`config.mk`:
```
export PLATFORM = sky130hd
export DESIGN_NAME = axi_lite_read_walker
export DESIGN_NICKNAME = d
export VERILOG_FILES = /design/src/rtl/axi_lite_read_walker.sv
export SDC_FILE = /design/constraint.sdc
export NUM_CORES = 1
export LEC_CHECK = 0
export ABC_CLOCK_PERIOD_IN_PS = 2200
export BUFFER_PORTS_ARGS = -buffer_cell sky130_fd_sc_hd__buf_2
export CAP_MARGIN = 10
export CELL_PAD_IN_SITES_DETAIL_PLACEMENT = 1
export CELL_PAD_IN_SITES_GLOBAL_PLACEMENT = 1
export CORE_MARGIN = 3
export CORE_UTILIZATION = 37
export CTS_CLUSTER_DIAMETER = 150
export CTS_CLUSTER_SIZE = 28
export DETAILED_ROUTE_END_ITERATION = 12
export PLACE_DENSITY_LB_ADDON = 0.1
export SLEW_MARGIN = 20
export SYNTH_ARGS = -nofsm -noshare
export SYNTH_HDL_FRONTEND = slang
export SYNTH_SLANG_ARGS = --single-unit
```
`constraint.sdc`:
```
create_clock -name clk -period 2.2 [get_ports clk]
set_clock_uncertainty 0.05 [all_clocks]
set_input_delay 0.66 -clock clk [delete_from_list [all_inputs] [get_ports clk]]
set_output_delay 0.66 -clock clk [all_outputs]
set_load 0.005 [all_outputs]
```
`src/rtl/axi_lite_read_walker.sv`:
```
// axi_lite_read_walker: AXI4-Lite read master that walks a pointer chain or a linear stride,
// streaming each returned word out with start/count control, error detection and a done pulse.
module axi_lite_read_walker #(
  parameter int DATA_WIDTH = 32,
  parameter int ADDR_WIDTH = 10,
  parameter int CNT_WIDTH  = 8,
  parameter int STRIDE     = 4
) (
  input  logic                  clk,
  input  logic                  rst_n,
  input  logic                  start,
  input  logic                  mode,
  input  logic [ADDR_WIDTH-1:0] start_addr,
  input  logic [CNT_WIDTH-1:0]  count,
  output logic                  busy,
  output logic                  done,
  output logic                  err,
  output logic                  out_valid,
  output logic [DATA_WIDTH-1:0] out_data,
  output logic                  ar_valid,
  input  logic                  ar_ready,
  output logic [ADDR_WIDTH-1:0] ar_addr,
  input  logic                  r_valid,
  output logic                  r_ready,
  input  logic [DATA_WIDTH-1:0] r_data,
  input  logic [1:0]            r_resp
);
  typedef enum logic [1:0] {IDLE = 2'd0, SEND_ADDR = 2'd1, WAIT_DATA = 2'd2} state_t;
  state_t                r_state, w_state;
  logic                  r_mode, w_mode;
  logic [ADDR_WIDTH-1:0] r_addr, w_addr, w_next_addr;
  logic [CNT_WIDTH-1:0]  r_cnt, w_cnt;
  logic                  r_done, w_done;
  logic                  r_err, w_err;
  logic                  r_out_valid, w_out_valid;
  logic [DATA_WIDTH-1:0] r_out_data, w_out_data;
  always_ff @(posedge clk or negedge rst_n) begin
    if (!rst_n) begin
      r_state     <= IDLE;
      r_mode      <= 1'b0;
      r_addr      <= '0;
      r_cnt       <= '0;
      r_done      <= 1'b0;
      r_err       <= 1'b0;
      r_out_valid <= 1'b0;
      r_out_data  <= '0;
    end else begin
      r_state     <= w_state;
      r_mode      <= w_mode;
      r_addr      <= w_addr;
      r_cnt       <= w_cnt;
      r_done      <= w_done;
      r_err       <= w_err;
      r_out_valid <= w_out_valid;
      r_out_data  <= w_out_data;
    end
  end
  // chase takes the low address bits of the returned word; the size cast zero-extends narrow data
  assign w_next_addr = r_mode ? r_addr + ADDR_WIDTH'(STRIDE) : ADDR_WIDTH'(r_data);
  always_comb begin
    w_state     = r_state;
    w_mode      = r_mode;
    w_addr      = r_addr;
    w_cnt       = r_cnt;
    w_done      = 1'b0;
    w_err       = r_err;
    w_out_valid = 1'b0;
    w_out_data  = r_out_data;
    case (r_state)
      IDLE: if (start) begin
        w_mode  = mode;
        w_addr  = start_addr;
        w_cnt   = count;
        w_err   = 1'b0;
        w_done  = count == '0;
        w_state = count == '0 ? IDLE : SEND_ADDR;
      end
      SEND_ADDR: if (ar_ready) w_state = WAIT_DATA;
      WAIT_DATA: if (r_valid) begin
        w_out_valid = 1'b1;
        w_out_data  = r_data;
        w_cnt       = r_cnt - CNT_WIDTH'(1);
        if (r_resp != 2'b00) begin
          w_err   = 1'b1;
          w_done  = 1'b1;
          w_state = IDLE;
        end else if (r_cnt == CNT_WIDTH'(1)) begin
          w_done  = 1'b1;
          w_state = IDLE;
        end else begin
          w_addr  = w_next_addr;
          w_state = SEND_ADDR;
        end
      end
      default: begin
        w_state = IDLE;
        w_err   = 1'b1;
      end
    endcase
  end
  assign busy      = r_state != IDLE;
  assign ar_valid  = r_state == SEND_ADDR;
  assign ar_addr   = ar_valid ? r_addr : '0;
  assign r_ready   = r_state == WAIT_DATA;
  assign done      = r_done;
  assign err       = r_err;
  assign out_valid = r_out_valid;
  assign out_data  = r_out_data;
endmodule

```
; ---- Yosys cells after proc, flatten, opt, wreduce, memory -nomap -nowiden
; Index checks and enable logic that the tools add are counted.
[op_classes]
eq_ne = 9
mux = 28
bitwise_logic = 1
addsub = 2
reduce_logical = 11
[ops]
columns = cell, count
row1 = $mux W10, 6
row2 = $pmux W10 S2, 1
row3 = $mux W8, 2
row4 = $pmux W8 S2, 1
row5 = $mux W1, 12
row6 = $add A10 B3 Y10 const B, 1
row7 = $eq A8 B1 Y1 const B, 1
row8 = $logic_not A8 Y1, 1
row9 = $ne A2 B2 Y1 const B, 4
row10 = $sub A8 B1 Y8 const B, 1
row11 = $mux W2, 3
row12 = $pmux W2 S3, 1
row13 = $reduce_and A3 Y1, 2
row14 = $reduce_bool A2 Y1, 3
row15 = $reduce_and A5 Y1, 1
row16 = $ne A2 B1 Y1 const B, 2
row17 = $reduce_and A2 Y1, 2
row18 = $reduce_and A4 Y1, 1
row19 = $pmux W1 S3, 1
row20 = $eq A2 B1 Y1 const B, 1
row21 = $eq A2 B2 Y1 const B, 1
row22 = $logic_not A2 Y1, 1
row23 = $pmux W1 S2, 1
row24 = $not A1 Y1, 1
[totals]
ff_bits = 56
output_inout_bits = 48
in_bits = 58
elab_cells = 59

; ---- Logic depth before layout (Yosys ltp)
; Gate-level depths: netlist of the first run.
[depth]
word_depth = 6
mapped_depth = 7
depth_no_buf = 6

; ---- Worst setup path after synthesis of the first run
; No wires, ideal clock.
[synth_path]
path_type = reg-to-output
from = register r_state[1]
to = output ar_addr[1]
path_buffers = 2
stages_incl_launch_ff = 5
t_arrival_ps = 1111
required_time_ps = 1490
slack_ps = 379
cell_sequence = dfrtp_1 -> buf_2 -> nor2_1 -> clkbuf_1 -> and2_1
[synth_via]
elab_chain_len = 2
[synth_rtl]
columns = element, line
row1 = start: declaration, 29  ; state_t r_state, w_state;
row2 = start signal: assignment, 48  ; r_state <= w_state;
row3 = $eq A2 B1 Y1, 102  ; assign ar_valid = r_state == SEND_ADDR;
row4 = via ar_valid, 20  ; output logic ar_valid,
row5 = $mux W10, 103  ; assign ar_addr = ar_valid ? r_addr : '0;
row6 = end: declaration, 22  ; output logic [ADDR_WIDTH-1:0] ar_addr,
; The timed path passes the listed nets, and every way through them passes these cells.

; ---- Worst setup path in the final report of the first run
[layout_path]
from = register r_state[1]
to = output busy
[layout_via]
elab_chain_len = 1
[layout_rtl]
columns = element, line
row1 = $reduce_bool A2 Y1, 101  ; assign busy = r_state != IDLE;
row2 = end: declaration, 15  ; output logic busy,
; No other way between the ends.

==> metrics.md, run 1 <==
| Metric | Value |
|---|---|
| Via count | 2,458 |
| Final Cycle Share | 95.3% |
| Placed cell count | 473 |
| Global-route wire length before repair | 12,900 µm |
| Antenna viol nets, final | 0 |
| Die width | 93.7 µm |
| Sequential area share after synthesis | 49.2% |
| Worst Hold Class | input port to async pin |
| Startpoint Class | flip-flop |
| Total Wirelength | 7970 µm |
| Critical setup path kind | flip-flop to output pin |
| Post-synth ARST share | 100% |
| CTS Sinks | 56 |
| Fmax | 0.477 GHz |
| RSZ-0062 raised after global routing | false |
| Die area | 8780 µm² |
| CTS tree | yes |
| Drt drc | 0 |
| Vias in the first global route | 2,605 |
| Initial core utilization | 38.6% |
| Final core utilization | 49.4% |
| Switch share | 38.8% |
| Internal | 2.86 mW |
| Syn_nets | 332 |
| Most frequent cells in the layout | 105 x buf_2, 56 x dfrtp_1, 29 x nand2_1, 29 x mux2_2, 24 x o21ai_0 |
| Final Hold Viols | 0 |
| Flop pwr share | 41.7% |
| Synth-to-Final Area Change | 27.8% |
| Reg2reg path depth | 6 |
| Gr ovfl total | 0 |
| Initial DRC count | 68 |
| CP endpoint kind | output pin |
| Net Switching | 1.82 mW |
| Leak | 1.73 nW |
| Initial antenna violation count | 0 |
| Final setup viols | 0 |
| Clk network pwr share | 12.3% |
| Yosys reg bits | 56 |
| Pwr Density | 1290 nW/µm² |
| Syn Inst Count | 271 |
| R2R setup slack | 0.25 ns |
| H-tree Lvls | 2 |
| Number of flops mapped to enable cells by yosys | 0 |
| Status | complete, no violations |
| Commonest non-fill, non-tap cell in the layout | buf_2 |
| HPWL after DPL | 6200 µm |
| Yosys cell types | 51 |
| Nets@finish | 442 |
| Tmin final | 2.10 ns |
| Root Driver | clkbuf_8 |
| Design Power | 4.68 mW |
| Layout cells sized above 1 | 42.1% |
| Largest net degree at the start of global routing | 36 |
| Primary FF master, synth | dfrtp_1 |
| Cts hold-fix bufs | 0 |
| VDD IR-drop max | 544 µV |
| ANT cells | 0 |
| RR Startpoint | r_cnt[1] |
| Cell row count | 31 |
| Slew Viols, Final | 0 |
| Combinational power share | 46.0% |
| Die Y | 93.7 µm |
| Number of CTS-inserted buffers | 5 |
| Least-Margin Pin Slew | 0.528 ns |
| Finished Layout Cells | 481 |
| Max cap viols | 0 |
| I/O Buffers | 105 |
| First drt pass iteration count | 4 |
| Clk pin slew, worst setup/hold paths | 0.10 ns |
| Arrival time worst endpoint | 1.39 ns |
| Aggregate global-route resource usage | 18.8% |
| Syn Area/Cell | 10.5 µm² |
| Resized Gates After CTS | 0 |
| Vias per inst | 5.11 |
| Synthesized cell area | 2850 µm² |
| CP Max Fanout | 10 |
| Ys Warns | 0 |
| Worst R2R End | r_addr[1] |
| IO Pins | 106 |
| Clock latency on the worst-skew pair | 0.31 ns |
| Core area | 7370 µm² |
| Worst EP required | 1.49 ns |
| Gpl congestion | 0.785 |
| Clock tree buffer depth | 2 |
| Routed wire per std cell | 16.6 µm |
| Fin Setup TNS | 0 ns |
| Worst rel slew slack | 64.8% |
| Post-CTS setup buffers | 0 |
[cells by family after synthesis]
logic type	count (synthesis)	synth area share [%]
AO/OA/AOI/OAI	65	15.5
XOR/XNOR	3	0.923
adder cells (fa/ha/maj)	3	1.32
buffers and inverters	19	2.73
flip-flops	56	49.2
multiplexers	34	13.3
AND/OR/NAND/NOR	91	17.0
[final cells by class]
type | count | area (µm²)
fillers | 882 | 3730
flip-flops and latches | 56 | 1400
multi-input cells | 196 | 1370
repair buffers | 116 | 633
well taps | 99 | 124
clock buffers | 6 | 72.6
inverters | 6 | 22.5
clock inverters | 2 | 16.3
[sequential cells by signal, summed over array words and instances, names as in the netlist]
name / cells
done: 1
err: 1
out_data: 32
out_valid: 1
r_addr: 10
r_cnt: 8
r_mode: 1
r_state: 2
[power by group through the flow]
stage | Combinational, mW | Clock, mW | Sequential [mW]
2_1_floorplan | 1.29 | 0 | 1.91
3_3_place_gp | 2.15 | 0 | 1.94
3_5_place_dp | 2.19 | 0 | 1.98
4_1_cts | 2.20 | 0.597 | 1.96
5_1_grt | 2.42 | 0.646 | 2.03
6_report | 2.15 | 0.575 | 1.95
[how the worst max path moves through the flow]
stage,startpoint,end
2_1_floorplan,r_state[1],ar_addr[1]
3_3_place_gp,r_resp[0],r_addr[2]
3_5_place_dp,r_resp[0],r_addr[2]
4_1_cts,r_state[1],busy
5_1_grt,r_state[1],busy
6_report,r_state[1],busy
[worst max-delay path: stages (launching register included)]
cell and delay [ns]:
dfrtp_1 0.47, buf_4 0.20, or2_2 0.28, buf_2 0.13
[cells in the mapped netlist, types with 3 or more instances]
cell type | count | area [µm²]
dfrtp_1 | 56 | 1400
mux2_2 | 29 | 327
nand2_1 | 29 | 109
o21ai_0 | 24 | 120
nor2_1 | 17 | 63.8
and2_1 | 12 | 75.1
a21oi_1 | 11 | 55.1
clkbuf_1 | 7 | 26.3
a2bb2oi_1 | 5 | 43.8
buf_2 | 5 | 25.0
nand2b_1 | 5 | 31.3
nand3_1 | 5 | 25.0
a31oi_1 | 4 | 25.0
inv_1 | 4 | 15.0
a211oi_1 | 3 | 22.5
ha_1 | 3 | 37.5
mux2i_1 | 3 | 30.0
nor2b_1 | 3 | 18.8
nor3_1 | 3 | 15.0
o211ai_1 | 3 | 22.5
[stage by stage]
| step | worst slack [ns] | cell area [µm²] | hold WS [ns] |
|---|---|---|---|
| after floorplan | 0.379 | 2850 | 0.314 |
| after global placement | 0.231 | 3550 | 0.402 |
| after detailed placement | 0.184 | 3550 | 0.414 |
| after CTS | 0.0970 | 3640 | 0.273 |
| after global routing | 0.0415 | 3640 | 0.275 |
| final | 0.104 | 3640 | 0.261 |
[routing by layer]
layer  share of wire, %  wire (µm)  vias up  global-route usage (%)
li1                   -          -     1189                       -
met1                 44       3500     1201                    23.7
met2                 49       3940       64                    32.5
met3                6.1        489        4                    4.89
met4               0.55         44        0                    3.85
met5                  0          0        -                       0
No activity file was read; power rests on OpenSTA's default activity.
==> run 2, diff against run 1 <==
ABC_CLOCK_PERIOD_IN_PS = 2500   (was 2200)
CORE_UTILIZATION = 40   (was 37)
SKIP_LAST_GASP = 1   (was unset)
clock period = 2.5 ns   (was 2.2 ns; I/O delays follow)
==> run 2 against run 1 <==
Non-clock buffer count fell by 4; global-route usage grew 1.3 points; design area fell by 1.1%; highest routed layer unchanged.
==> metrics.md, run 2 (synthesized netlist as in run 1, its figures left out) <==
| Metric | Value |
|---|---|
| Vias per inst | 5.23 |
| Vias in the first global route | 2,710 |
| First drt pass iteration count | 4 |
| Max cap viols | 0 |
| Worst Hold Class | input port to async pin |
| Aggregate global-route resource usage | 20.1% |
| Fmax | 0.424 GHz |
| Cts hold-fix bufs | 0 |
| Clock latency on the worst-skew pair | 0.32 ns |
| RSZ-0062 raised after global routing | false |
| Final setup viols | 0 |
| Startpoint Class | flip-flop |
| Final core utilization | 52.7% |
| Placed cell count | 466 |
| Routed wire per std cell | 17.0 µm |
| ANT cells | 0 |
| Drt drc | 0 |
| Total Wirelength | 8070 µm |
| CP delay by family, top | flip-flops |
| Cell row count | 30 |
| Most frequent cells in the layout | 105 x buf_2, 55 x dfrtp_1, 29 x nand2_1, 29 x mux2_2, 24 x o21ai_0 |
| I/O Buffers | 105 |
| CP endpoint kind | output pin |
| Layout cells sized above 1 | 42.1% |
| Final Cycle Share | 94.4% |
| CTS tree | yes |
| Arrival time worst endpoint | 1.56 ns |
| Status | complete, no violations |
| Reg2reg path depth | 5 |
| H-tree Lvls | 2 |
| Core area | 6830 µm² |
| Die Y | 90.4 µm |
| Tmin final | 2.36 ns |
| Initial DRC count | 89 |
| Die width | 90.4 µm |
| Initial antenna violation count | 0 |
| Gpl congestion | 0.797 |
| CP Max Fanout | 15 |
| Worst rel slew slack | 64.0% |
| CP peak stage delay | 0.63 ns |
| Fin Setup TNS | 0 ns |
| Commonest non-fill, non-tap cell in the layout | buf_2 |
| VDD IR-drop max | 495 µV |
| Nets@finish | 438 |
| HPWL after DPL | 6130 µm |
| Clk pin slew, worst setup/hold paths | 0.11 ns |
| Critical setup path kind | flip-flop to output pin |
| Root Driver | clkbuf_8 |
| CTS Sinks | 56 |
| Max reg flops | 32 |
| Pwr Density | 1140 nW/µm² |
| Fill cells | 822 |
| Worst EP required | 1.70 ns |
| Gr ovfl total | 0 |
| Number of CTS-inserted buffers | 5 |
| Via count | 2,481 |
| Finished Layout Cells | 474 |
| Slowest CP cell | dfrtp_1 |
| Design Power | 4.12 mW |
| Clock tree buffer depth | 2 |
| Global-route wire length before repair | 13,400 µm |
| Largest net degree at the start of global routing | 37 |
| Synth-to-Final Area Change | 26.4% |
| Least-Margin Pin Slew | 0.539 ns |
| Slew Viols, Final | 0 |
| WP depth | 4 |
| R2R setup slack | 0.41 ns |
| Final Hold Viols | 0 |
| IO Pins | 106 |
| Antenna viol nets, final | 0 |
| Die area | 8160 µm² |
| Sum of buffers and inverters on the critical path | 2 |
| Leak | 1.71 nW |
| Cells along the critical path | nor2_1 > buf_4 > and2_1 > buf_2 |
| Initial core utilization | 41.7% |
run 2: cell count changes in the layout (fill, tap and decap cells not counted), sizes merged:
cell    change
clkinv      -1
inv         +2
clkbuf      -1
buf         -4
run 2: cell type report:
class | count | area, µm² | share of cell area, %
timing repair buffer | 112 | 591 | 16.4
clock buffer | 5 | 68.8 | 1.91
multi-input combinational | 196 | 1370 | 38.0
inverter | 6 | 22.5 | 0.626
tap | 96 | 120 | 3.34
sequential | 56 | 1400 | 39.0
clock inverter | 3 | 25.0 | 0.696
run 2: through the flow:
step,hold slack [ns],setup WS [ns],instance area (µm²)
CTS,0.356,0.141,3600
global route,0.368,0.0141,3600
global placement,0.404,0.419,3500
floorplan,0.404,0.589,2850
detailed placement,0.411,0.357,3500
finish,0.350,0.141,3600
run 2: routing by layer:
layer | wire length, µm | global-route usage (%) | vias up
li1 | - | - | 1181
met1 | 3570 | 24.7 | 1234
met2 | 4090 | 36.2 | 58
met3 | 327 | 4.17 | 8
met4 | 85 | 4.72 | 0
met5 | 0 | 0 | -
run 2: worst register-to-register path, stage by stage (launching register included):
cell and delay, ns:
dfrtp_1 0.63, nand2b_1 0.16, inv_2 0.20, nand2_1 0.11
inv_2 0.41, mux2_2 0.41
run 2: final timing paths:
kind | from | to
setup / recovery | r_state[1] | ar_addr[5]
hold / removal | rst_n | out_data[14]
setup reg to reg | r_state[1] | out_data[16]
hold reg to reg | out_data[9] | out_data[9]
max in group asynchronous | rst_n | r_mode
min in group clk | out_data[9] | out_data[9]
run 2: what timing repair did:
item / CTS / global route
setup endpoints to repair: 1 / 0
resized for setup: 1 / 0
buffers inserted: 0 / 0
run 2: power breakdown:
part / switching [mW] / internal (mW)
Sequential: 0.429 / 1.34
Clock: 0.333 / 0.206
Combinational: 0.872 / 0.936
==> run 3, diff against run 2 <==
ABC_CLOCK_PERIOD_IN_PS = 2600   (was 2500)
CORE_UTILIZATION = 37   (was 40)
clock period = 2.6 ns   (was 2.5 ns; I/O delays follow)
==> run 3 against run 2 <==
Critical path depth is 1 higher; worst setup slack better by 0.068 ns; sequential share of layout area down 0.10 points; hold slack gained 0.040 ns; clock power fell by 0.9%; clock-buffer cell count did not move; register-to-register slack better by 0.13 ns; first-iteration DRC count shrank 11%; highest routed layer unchanged.
==> metrics.md, run 3 (synthesized netlist as in run 1, its figures left out) <==
| Metric | Value |
|---|---|
| Fmax | 0.418 GHz |
| Reg2reg path depth | 6 |
| Most frequent cells in the layout | 105 x buf_2, 56 x dfrtp_1, 29 x nand2_1, 29 x mux2_2, 24 x o21ai_0 |
| Vias per inst | 5.18 |
| Resized Gates After CTS | 0 |
| Cells along the critical path | inv_1 > nor2_1 > buf_4 > and2_1 > buf_2 |
| VDD IR-drop max | 424 µV |
| Area of placed instances | 3510 µm² |
| Nets@finish | 438 |
| Final Hold Viols | 0 |
| Root Driver | clkbuf_8 |
| RR Startpoint | r_state[0] |
| Final Cycle Share | 92.0% |
| Cts hold-fix bufs | 0 |
| Vias in the first global route | 2,586 |
| Fin Setup TNS | 0 ns |
| Multi-input gate area | 1370 µm² |
| Worst EP required | 1.77 ns |
| RSZ-0062 raised after global routing | false |
| Clock tree buffer depth | 2 |
| CP peak stage delay | 0.36 ns |
| Largest net degree at the start of global routing | 57 |
| Synth-to-Final Area Change | 26.6% |
| Sum of buffers and inverters on the critical path | 3 |
| Fill cells | 889 |
| Max cap viols | 0 |
| Via count | 2,469 |
| Worst R2R End | out_data[12] |
| Status | complete, no violations |
| Critical Path Source | r_state[0] |
| Gpl congestion | 0.768 |
| Number of CTS-inserted buffers | 5 |
| Clock latency on the worst-skew pair | 0.32 ns |
| Die width | 93.7 µm |
| Final setup viols | 0 |
| Final hold slack | 0.390 ns |
| Leak | 1.71 nW |
| Clk pin slew, worst setup/hold paths | 0.11 ns |
| Pwr Density | 1090 nW/µm² |
| Initial DRC count | 79 |
| Slew Viols, Final | 0 |
| Global-route wire length before repair | 13,000 µm |
| Total Wirelength | 7850 µm |
| Gr ovfl total | 0 |
| Aggregate global-route resource usage | 18.8% |
| CP Max Fanout | 7 |
| CTS tree | yes |
| Commonest non-fill, non-tap cell in the layout | buf_2 |
| Drt drc | 0 |
| Die area | 8780 µm² |
| Critical setup path kind | flip-flop to output pin |
| I/O Buffers | 105 |
| CP endpoint kind | output pin |
| Reg area | 1400 µm² |
| Slowest CP cell | dfrtp_1 |
| Initial core utilization | 38.6% |
| HPWL after DPL | 5880 µm |
| CTS Sinks | 56 |
| Startpoint Class | flip-flop |
| Worst rel slew slack | 62.5% |
| Post-CTS setup buffers | 0 |
| Tmin final | 2.39 ns |
| Worst Hold Class | input port to async pin |
| First drt pass iteration count | 4 |
| Die Y | 93.7 µm |
| Cell row count | 31 |
| H-tree Lvls | 2 |
| Cell area after layout | 3600 µm² |
| ANT cells | 0 |
| Least-Margin Pin Slew | 0.562 ns |
| Layout cells sized above 1 | 41.8% |
| Core area | 7370 µm² |
| R2R setup slack | 0.54 ns |
| Max reg flops | 32 |
| Antenna viol nets, final | 0 |
| Routed wire per std cell | 16.5 µm |
| CP delay by family, top | simple AND/OR/NAND/NOR gates |
| Arrival time worst endpoint | 1.56 ns |
| IO Pins | 106 |
| Initial antenna violation count | 0 |
-- run 3: worst max-delay path by stage --
stage               cells after the start          to
detailed placement                      5   r_addr[2]
global placement                        5   r_addr[2]
global route                            5  ar_addr[8]
CTS                                     5  ar_addr[8]
finish                                  5  ar_addr[8]
floorplan                               4  ar_addr[1]
-- run 3: power breakdown --
group	total (mW)	switching [mW]	internal (mW)
sequential	1.64	0.357	1.29
clock	0.533	0.329	0.205
combinational	1.77	0.865	0.900
-- run 3: per-stage QoR --
| step | utilization [%] | std cells | power (mW) | worst slack (ns) |
|---|---|---|---|---|
| floorplan | - | 271 | 2.71 | 0.659 |
| global placement | 47.6 | 469 | 3.40 | 0.496 |
| detailed placement | 47.6 | 469 | 3.46 | 0.445 |
| CTS | 48.9 | 477 | 4.00 | 0.192 |
| global route | 48.9 | 477 | 4.30 | 0.0558 |
| finish | 48.9 | 477 | 3.94 | 0.209 |
-- run 3: layer usage --
layer	track usage (%)	vias up	routed length, µm
li1	-	1182	-
met1	24.2	1215	3470
met2	32.1	66	3860
met3	4.25	6	448
met4	4.81	0	71
met5	0	-	0
-- run 3: layout make-up --
class,instances,area share [%]
Clock buffer,5,1.91
Tap cell,99,3.44
Inverter,6,0.625
Timing Repair Buffer,112,16.4
Multi-Input combinational cell,196,38.0
Sequential cell,56,38.9
Clock inverter,3,0.799
-- run 3: worst reg2reg max path: cells and delay by family (launching register included) --
kind | cells | cell delay (ns)
flip-flops | 1 | 0.40
multiplexers | 1 | 0.40
buffers and inverters | 3 | 0.82
AND/OR/NAND/NOR | 2 | 0.30
